==> config.mk <==
export PLATFORM = sky130hd
export DESIGN_NAME = fproc_meas_lut
export DESIGN_NICKNAME = d
export VERILOG_FILES = /design/src/rtl/fproc_pkg.sv /design/src/rtl/fproc_lut_ram.sv /design/src/rtl/fproc_meas_lut.sv
export SDC_FILE = /design/constraint.sdc
export NUM_CORES = 1
export LEC_CHECK = 0
export CORE_MARGIN = 2
export CORE_UTILIZATION = 35
export DETAILED_ROUTE_END_ITERATION = 6
export PLACE_DENSITY = 0.5
export SETUP_SLACK_MARGIN = 0.05
export SYNTH_ARGS = -nofsm -noshare
export SYNTH_HDL_FRONTEND = slang
export SYNTH_HIERARCHICAL = 1
export SYNTH_SLANG_ARGS = --single-unit
==> constraint.sdc <==
create_clock -name clk -period 4.6 [get_ports clk]
set_input_delay 0.69 -clock clk [delete_from_list [all_inputs] [get_ports clk]]
set_output_delay 0.69 -clock clk [all_outputs]
set_load 0.02 [all_outputs]
==> src/rtl/fproc_pkg.sv <==
// Shared fproc definitions: state encoding of the measurement LUT front end.
package fproc_pkg;

    typedef enum logic [1:0] {
        COLLECT = 2'd0,
        LOOKUP  = 2'd1,
        PRESENT = 2'd2
    } meas_lut_state_t;

    localparam int MEAS_LUT_N_MEAS_DEF  = 5;
    localparam int MEAS_LUT_N_CORES_DEF = 5;

endpackage

==> src/rtl/fproc_lut_ram.sv <==
// Simple dual-port LUT storage: one write port, one registered read port, no reset.
module fproc_lut_ram
    import fproc_pkg::*;
#(
    parameter int AW = MEAS_LUT_N_MEAS_DEF,
    parameter int DW = MEAS_LUT_N_CORES_DEF
) (
    input  logic          clk,
    input  logic          wr_en_i,
    input  logic [AW-1:0] wr_addr_i,
    input  logic [DW-1:0] wr_data_i,
    input  logic          rd_en_i,
    input  logic [AW-1:0] rd_addr_i,
    output logic [DW-1:0] rd_data_o
);

    localparam int DEPTH = 1 << AW;

    logic [DW-1:0] mem_q [DEPTH];
    logic [DW-1:0] rd_data_q;

    // Write and read share one edge, so a colliding read returns the old word.
    always_ff @(posedge clk) begin
        if (wr_en_i) begin
            mem_q[wr_addr_i] <= wr_data_i;
        end
        if (rd_en_i) begin
            rd_data_q <= mem_q[rd_addr_i];
        end
    end

    assign rd_data_o = rd_data_q;

endmodule

==> src/rtl/fproc_meas_lut.sv <==
// Measurement LUT front end: gathers masked channel bits, looks up the LUT once all have
// reported and presents one result bit per core with a single-cycle lut_ready strobe.
module fproc_meas_lut
    import fproc_pkg::*;
#(
    parameter int N_MEAS  = MEAS_LUT_N_MEAS_DEF,
    parameter int N_CORES = MEAS_LUT_N_CORES_DEF
) (
    input  logic               clk,
    input  logic               reset_n,
    input  logic [N_MEAS-1:0]  meas,
    input  logic [N_MEAS-1:0]  meas_valid,
    input  logic [N_MEAS-1:0]  meas_mask,
    input  logic               clear,
    input  logic               lut_wr_en,
    input  logic [N_MEAS-1:0]  lut_wr_addr,
    input  logic [N_CORES-1:0] lut_wr_data,
    output logic [N_CORES-1:0] lut_out,
    output logic               lut_ready,
    output logic               busy,
    output logic               overrun
);

    localparam logic [N_MEAS-1:0]  MEAS_ZERO = {N_MEAS{1'b0}};

    meas_lut_state_t    state_q, state_d;
    logic [N_MEAS-1:0]  got_q, got_d;
    logic [N_MEAS-1:0]  bits_q, bits_d;
    logic [N_CORES-1:0] lut_out_q, lut_out_d;
    logic               lut_ready_q, lut_ready_d;
    logic               busy_q, busy_d;
    logic               overrun_q, overrun_d;

    logic [N_MEAS-1:0]  arr_s;
    logic [N_MEAS-1:0]  got_cov_s;
    logic [N_MEAS-1:0]  bits_merged_s;
    logic [N_MEAS-1:0]  snap_s;
    logic               fire_s;
    logic               dup_s;
    logic               rd_en_s;
    logic [N_CORES-1:0] rdata_s;

    // Same-cycle arrivals are merged so the last report can complete a round immediately.
    always_comb begin
        arr_s         = meas_valid & meas_mask;
        got_cov_s     = got_q | arr_s;
        bits_merged_s = (bits_q & ~arr_s) | (meas & arr_s);
        snap_s        = bits_merged_s & meas_mask;
        dup_s         = |(arr_s & got_q);
        fire_s        = (state_q == COLLECT) && (meas_mask != MEAS_ZERO) &&
                        ((got_cov_s & meas_mask) == meas_mask);
    end

    // The LUT is read in the fire cycle, so a same-cycle write to that address is not seen.
    fproc_lut_ram #(
        .AW (N_MEAS),
        .DW (N_CORES)
    ) u_lut_ram (
        .clk       (clk),
        .wr_en_i   (lut_wr_en),
        .wr_addr_i (lut_wr_addr),
        .wr_data_i (lut_wr_data),
        .rd_en_i   (rd_en_s),
        .rd_addr_i (snap_s),
        .rd_data_o (rdata_s)
    );

    // Next-state and output decode; clear overrides any arrival or fire in the same cycle.
    always_comb begin
        state_d     = state_q;
        got_d       = got_q;
        bits_d      = bits_q;
        lut_out_d   = lut_out_q;
        lut_ready_d = 1'b0;
        overrun_d   = overrun_q;
        rd_en_s     = 1'b0;
        if (clear) begin
            state_d   = COLLECT;
            got_d     = MEAS_ZERO;
            bits_d    = MEAS_ZERO;
            overrun_d = 1'b0;
        end else begin
            bits_d    = bits_merged_s;
            overrun_d = overrun_q | dup_s;
            case (state_q)
                COLLECT: begin
                    if (fire_s) begin
                        state_d = LOOKUP;
                        got_d   = MEAS_ZERO;
                        rd_en_s = 1'b1;
                    end else begin
                        got_d   = got_cov_s;
                    end
                end
                LOOKUP: begin
                    state_d     = PRESENT;
                    got_d       = got_cov_s;
                    lut_out_d   = rdata_s;
                    lut_ready_d = 1'b1;
                end
                PRESENT: begin
                    state_d = COLLECT;
                    got_d   = got_cov_s;
                end
                default: begin
                    state_d = COLLECT;
                    got_d   = MEAS_ZERO;
                end
            endcase
        end
        busy_d = (state_d != COLLECT);
    end

    // State and output registers.
    always_ff @(posedge clk or negedge reset_n) begin
        if (!reset_n) begin
            state_q     <= COLLECT;
            got_q       <= MEAS_ZERO;
            bits_q      <= MEAS_ZERO;
            lut_out_q   <= {N_CORES{1'b0}};
            lut_ready_q <= 1'b0;
            busy_q      <= 1'b0;
            overrun_q   <= 1'b0;
        end else begin
            state_q     <= state_d;
            got_q       <= got_d;
            bits_q      <= bits_d;
            lut_out_q   <= lut_out_d;
            lut_ready_q <= lut_ready_d;
            busy_q      <= busy_d;
            overrun_q   <= overrun_d;
        end
    end

    assign lut_out   = lut_out_q;
    assign lut_ready = lut_ready_q;
    assign busy      = busy_q;
    assign overrun   = overrun_q;

endmodule

# Word level (Yosys, flattened, before mapping)
# Memories as Yosys holds them, arrays and structs flattened. A register that Yosys moved wholly into a read port is not among the register bits.
# Cells that the tools add are included.
# word_totals
ff_bits,20
latch_bits,0
ramBits,160
rom_bits,0
input_bits,29
out_inout_bits,8
elab_cells,45
mem_count,1
# mem_list
name,words,width,read_ports,rd_clocked_by_memory_dff,wr,line_no,text
u_lut_ram.mem_q,32,5,1,1,1,fproc_lut_ram.sv:19,logic [DW-1:0] mem_q [DEPTH];
# op_classes
addsub,0
mul,0
n_div,0
magnitude_cmp,0
eq_ne,3
shifts,0
muxes,15
bitwise,11
reduce_logical,8
# op_table
operator,n
$and A5 B5 Y5,6
$mux W5,3
$or A5 B5 Y5,2
$pmux W5 S2,1
$mux W1,8
$eq A5 B5 Y1,1
$not A5 Y5,1
$reduce_bool A5 Y1,1
$reduce_or A5 Y1,1
$mux W2,2
$pmux W2 S2,1
$eq A2 B1 Y1 const B,1
$eq A2 B2 Y1 const B,1
$logic_and A1 B1 Y1,2
$logic_not A2 Y1,1
$reduce_and A2 Y1,1
$reduce_bool A2 Y1,1
$reduce_or A2 Y1,1
$not A1 Y1,1
$or A1 B1 Y1,1

# Depth between registers and ports, before layout
# logic_depth
ltp_word,9
depth_mapped,7
ltp_nobuf,5

# Cells and area by module
# The synthesis kept the hierarchy.
# by_module_without_submodules
mod,instances,cells_per_inst,area_per_inst_um2,seq_area_each_um2
fproc_lut_ram,1,277,6394.9,4954.8
fproc_meas_lut,1,99,1029.7,500.5

# Least setup slack after synthesis
# No wires, ideal clock.
# synth_timing
kind,input port to flip-flop
startpoint,input port meas_valid[0]
endpoint,"register u_lut_ram.rd_data_q[0], in the netlist u_lut_ram/rd_data_o[0] (read register of u_lut_ram.mem_q), data pin"
t_arrival_ps,2537
setup_slack_ps,1803
cell_stages,7
path_buffers,2
path_cell_list,mux2i_1 -> nor2b_1 -> clkbuf_1 -> buf_2 -> mux4_2 -> mux4_2 -> mux2_2
# synth_lines
element,line_no,text
from (decl),fproc_meas_lut.sv:12,"input logic [N_MEAS-1:0] meas_valid,"
$and A5 B5 Y5 *,fproc_meas_lut.sv:45,arr_s = meas_valid & meas_mask;
$not A5 Y5,fproc_meas_lut.sv:47,bits_merged_s = (bits_q & ~arr_s) | (meas & arr_s);
$and A5 B5 Y5,fproc_meas_lut.sv:47,
$or A5 B5 Y5 *,fproc_meas_lut.sv:47,
$and A5 B5 Y5 *,fproc_meas_lut.sv:48,snap_s = bits_merged_s & meas_mask;
named net snap_s[0],fproc_meas_lut.sv:37,logic [N_MEAS-1:0] snap_s;
to (decl),fproc_lut_ram.sv:20,logic [DW-1:0] rd_data_q;
# The timed path passes the listed nets; every way through them passes the cells marked *.
# A chain may end at the register's enable or synchronous reset.

# Worst setup path in the final report
# layout_timing
startpoint,input port meas_valid[0]
endpoint,"register u_lut_ram.rd_data_q[3], in the netlist u_lut_ram/rd_data_o[3] (read register of u_lut_ram.mem_q), data pin"
# Same word-level chain as after synthesis.

==> results.ini <==
[routing]
wl_met3_microns = 761
wl_per_cell_microns = 22.3
drt.antenna.violating_nets = 0
drt_wl_total_microns = 15800
top_layer = met4
first_iter_violations = 262
route.detailed.drc = 0
vias = 3664
via_per_inst = 5.16
drt-met1-wl_microns = 7670
dr.pass1.iters = 4
wl_met2_microns = 7200

[final_layout]
seq_area_sq_mm = 0.00546
multiInputGateArea_sq_mm = 0.00192
area_growth_pct = 17.2
fin_cells = 710
final_common_cell = edfxtp_1
fill_cells = 1842
nNetsFinal = 455
fin_area_sq_mm = 0.00870
final_cell_mix = edfxtp_1 (165), mux4_2 (50), nor2_1 (39), clkdlybuf4s50_1 (36), dfrtp_1 (20)
drive_gt1_share_pct = 23.7
final_util_pct = 41.7
antenna_cells = 0

[critical_path]
required_ps = 4780
reg2reg_depth = 6
critical_path_arrival_ps = 3390
worstSetupPathType = primary input to register
startpoint_type = primary input
r2r_slack_ps = 1970
cp_max_fo = 40
endpoint_kind = register

[timing]
hold_viol_final = 0
maxSlewHeadroom_pct = 20.7
grt_setup_unrepaired = no
period_needed_ps = 3210
fmax_ghz = 0.312
period_share_pct = 69.7
finalClockSkew_ps = 7.74
worst_slew_pin_slew_ps = 1190
setup_viol = 0
final_max_slew_viol_count = 0
finalSetupTns_ps = 0
setup_slack_ps = 1390

[global_routing]
grt_pass1_vias = 3729
antenna_found_initial = 0
globalRouteOverflowTotal = 0
grt_usage_pct = 15.2
grt_max_degree = 41
grt_pass1_wl_microns = 24100

[clock_network]
tritoncts = done
ctsHoldBuffers = 0
cts_sinks = 185
post_cts_resized = 0
numCtsBuffers = 17
post_cts_buffers = 0
clk_latency_ps = 430
clock_path_buffers = 2
clk_pin_slew_ps = 70
cts_root_buf = clkbuf_16
h-tree-depth = 4

[power]
ir_worst_vdd_uv = 258
power.density_mw_per_mm2 = 420
p_leak_nw = 2.72

[synth]
syn_nets = 409
synth.area.top_cells = edfxtp_1 (67%), mux4_2 (15%), dfrtp_1 (6.7%)
synth_top_area_share_pct = 66.7
yosysSeqAreaShare_pct = 73.5
ys_types = 30
synth_area_sq_mm = 0.00742
yosys_warnings = 6
yosysTopAreaCell = edfxtp_1
synth_area_per_cell_sq_um = 19.7
synth_seq_cells = 185
syn_inst = 376

[placed_design]
post-place-ws_ps = 956
hpwl_microns = 10300
place_area_sq_mm = 0.00814
placed_cells = 678
place.gp.congestion = 0.743
io_buffer_count = 36

[run_status]
outcome = complete, no violations

[worst_hold_path]
worstHoldPathCells = 1
min_path_type = register to register

[die]
io_pins = 37
rows = 53
die_width_microns = 150
fp.dieH_microns = 150
core_sq_mm = 0.0209
die_area_sq_mm = 0.0224
start_util_pct = 35.5

[flow_run]
maxCapViolCount = 0

[cells in the mapped netlist]
cell / count
nand3_1: 9
nor2b_1: 7
clkbuf_1: 9
or3b_2: 3
buf_2: 4
nor2_2: 1
a21oi_1: 11
and3_1: 1
buf_1: 1
nand2_1: 11
inv_1: 3
a31oi_1: 2
a21o_1: 1
or3_1: 1
a211oi_1: 1
o41ai_2: 1
edfxtp_1: 165
ha_1: 4
mux2_2: 10
a22o_1: 1
mux2i_1: 5
dfrtp_1: 20
nand2b_1: 1
nor2_1: 39
nand3b_1: 5
or4_1: 2
nor3b_1: 2
mux4_2: 50
a41oi_1: 1
a2111oi_1: 5
[logic make-up (layout without fill, tap and decap cells)]
kind of cell,after synthesis,in the layout,synth area share (%)
AOI/OAI and AO/OA,23,23,2.24
adders and majority gates,4,4,0.674
muxes,65,65,17.4
buffers and inverters,17,76,0.927
and+or+nand+nor,82,82,5.33
DFF,185,185,73.5
[worst max-delay path: stages]
cell	delay, ps
clkdlybuf4s50_1	600
mux2i_1	170
nor2b_4	150
buf_12	300
mux4_2	620
mux4_2	520
mux2_2	270
[per-layer routing]
| metal | track usage (%) | vias to the layer above |
|---|---|---|
| li1 | - | 1624 |
| met1 | 22.1 | 1932 |
| met2 | 22.9 | 96 |
| met3 | 3.87 | 12 |
| met4 | 4.29 | 0 |
| met5 | 0 | - |
[state kept, by name (all words and copies together), names as in the netlist]
name,cells
state_q,2
u_lut_ram/rd_data_o,5
bits_q,5
got_q,5
lut_ready,1
u_lut_ram/mem_q,160
busy,1
overrun,1
lut_out,5
[stage by stage]
stage	power, mW	hold WS, ps
2_1_floorplan	2.12	394
3_3_place_gp	2.28	494
3_5_place_dp	2.29	497
4_1_cts	3.70	513
5_1_grt	3.78	525
6_report	3.65	505
[final cells by class]
cell class / count / area share [%]
multi-input combinational: 174 / 22.0
timing repair buffer: 41 / 4.72
sequential: 185 / 62.7
clock inverter: 15 / 1.62
clock buffer: 17 / 4.89
inverter: 3 / 0.129
tap: 275 / 3.95
[power by group]
group | switching, mW | internal [mW] | total (mW)
clock network | 0.652 | 0.756 | 1.41
registers | 0.0237 | 1.89 | 1.91
logic | 0.173 | 0.162 | 0.334
total | 0.849 | 2.80 | 3.65
[worst paths after layout]
check	startpoint	endpoint
min in group asynchronous	reset_n	overrun
min reg2reg	lut_out[0]	lut_out[0]
max reg2reg	bits_q[0]	u_lut_ram/rd_data_o[3]
min	lut_out[0]	lut_out[0]
max in group asynchronous	reset_n	state_q[1]
max	meas_valid[0]	u_lut_ram/rd_data_o[3]
No activity file was read; power rests on OpenSTA's default activity.
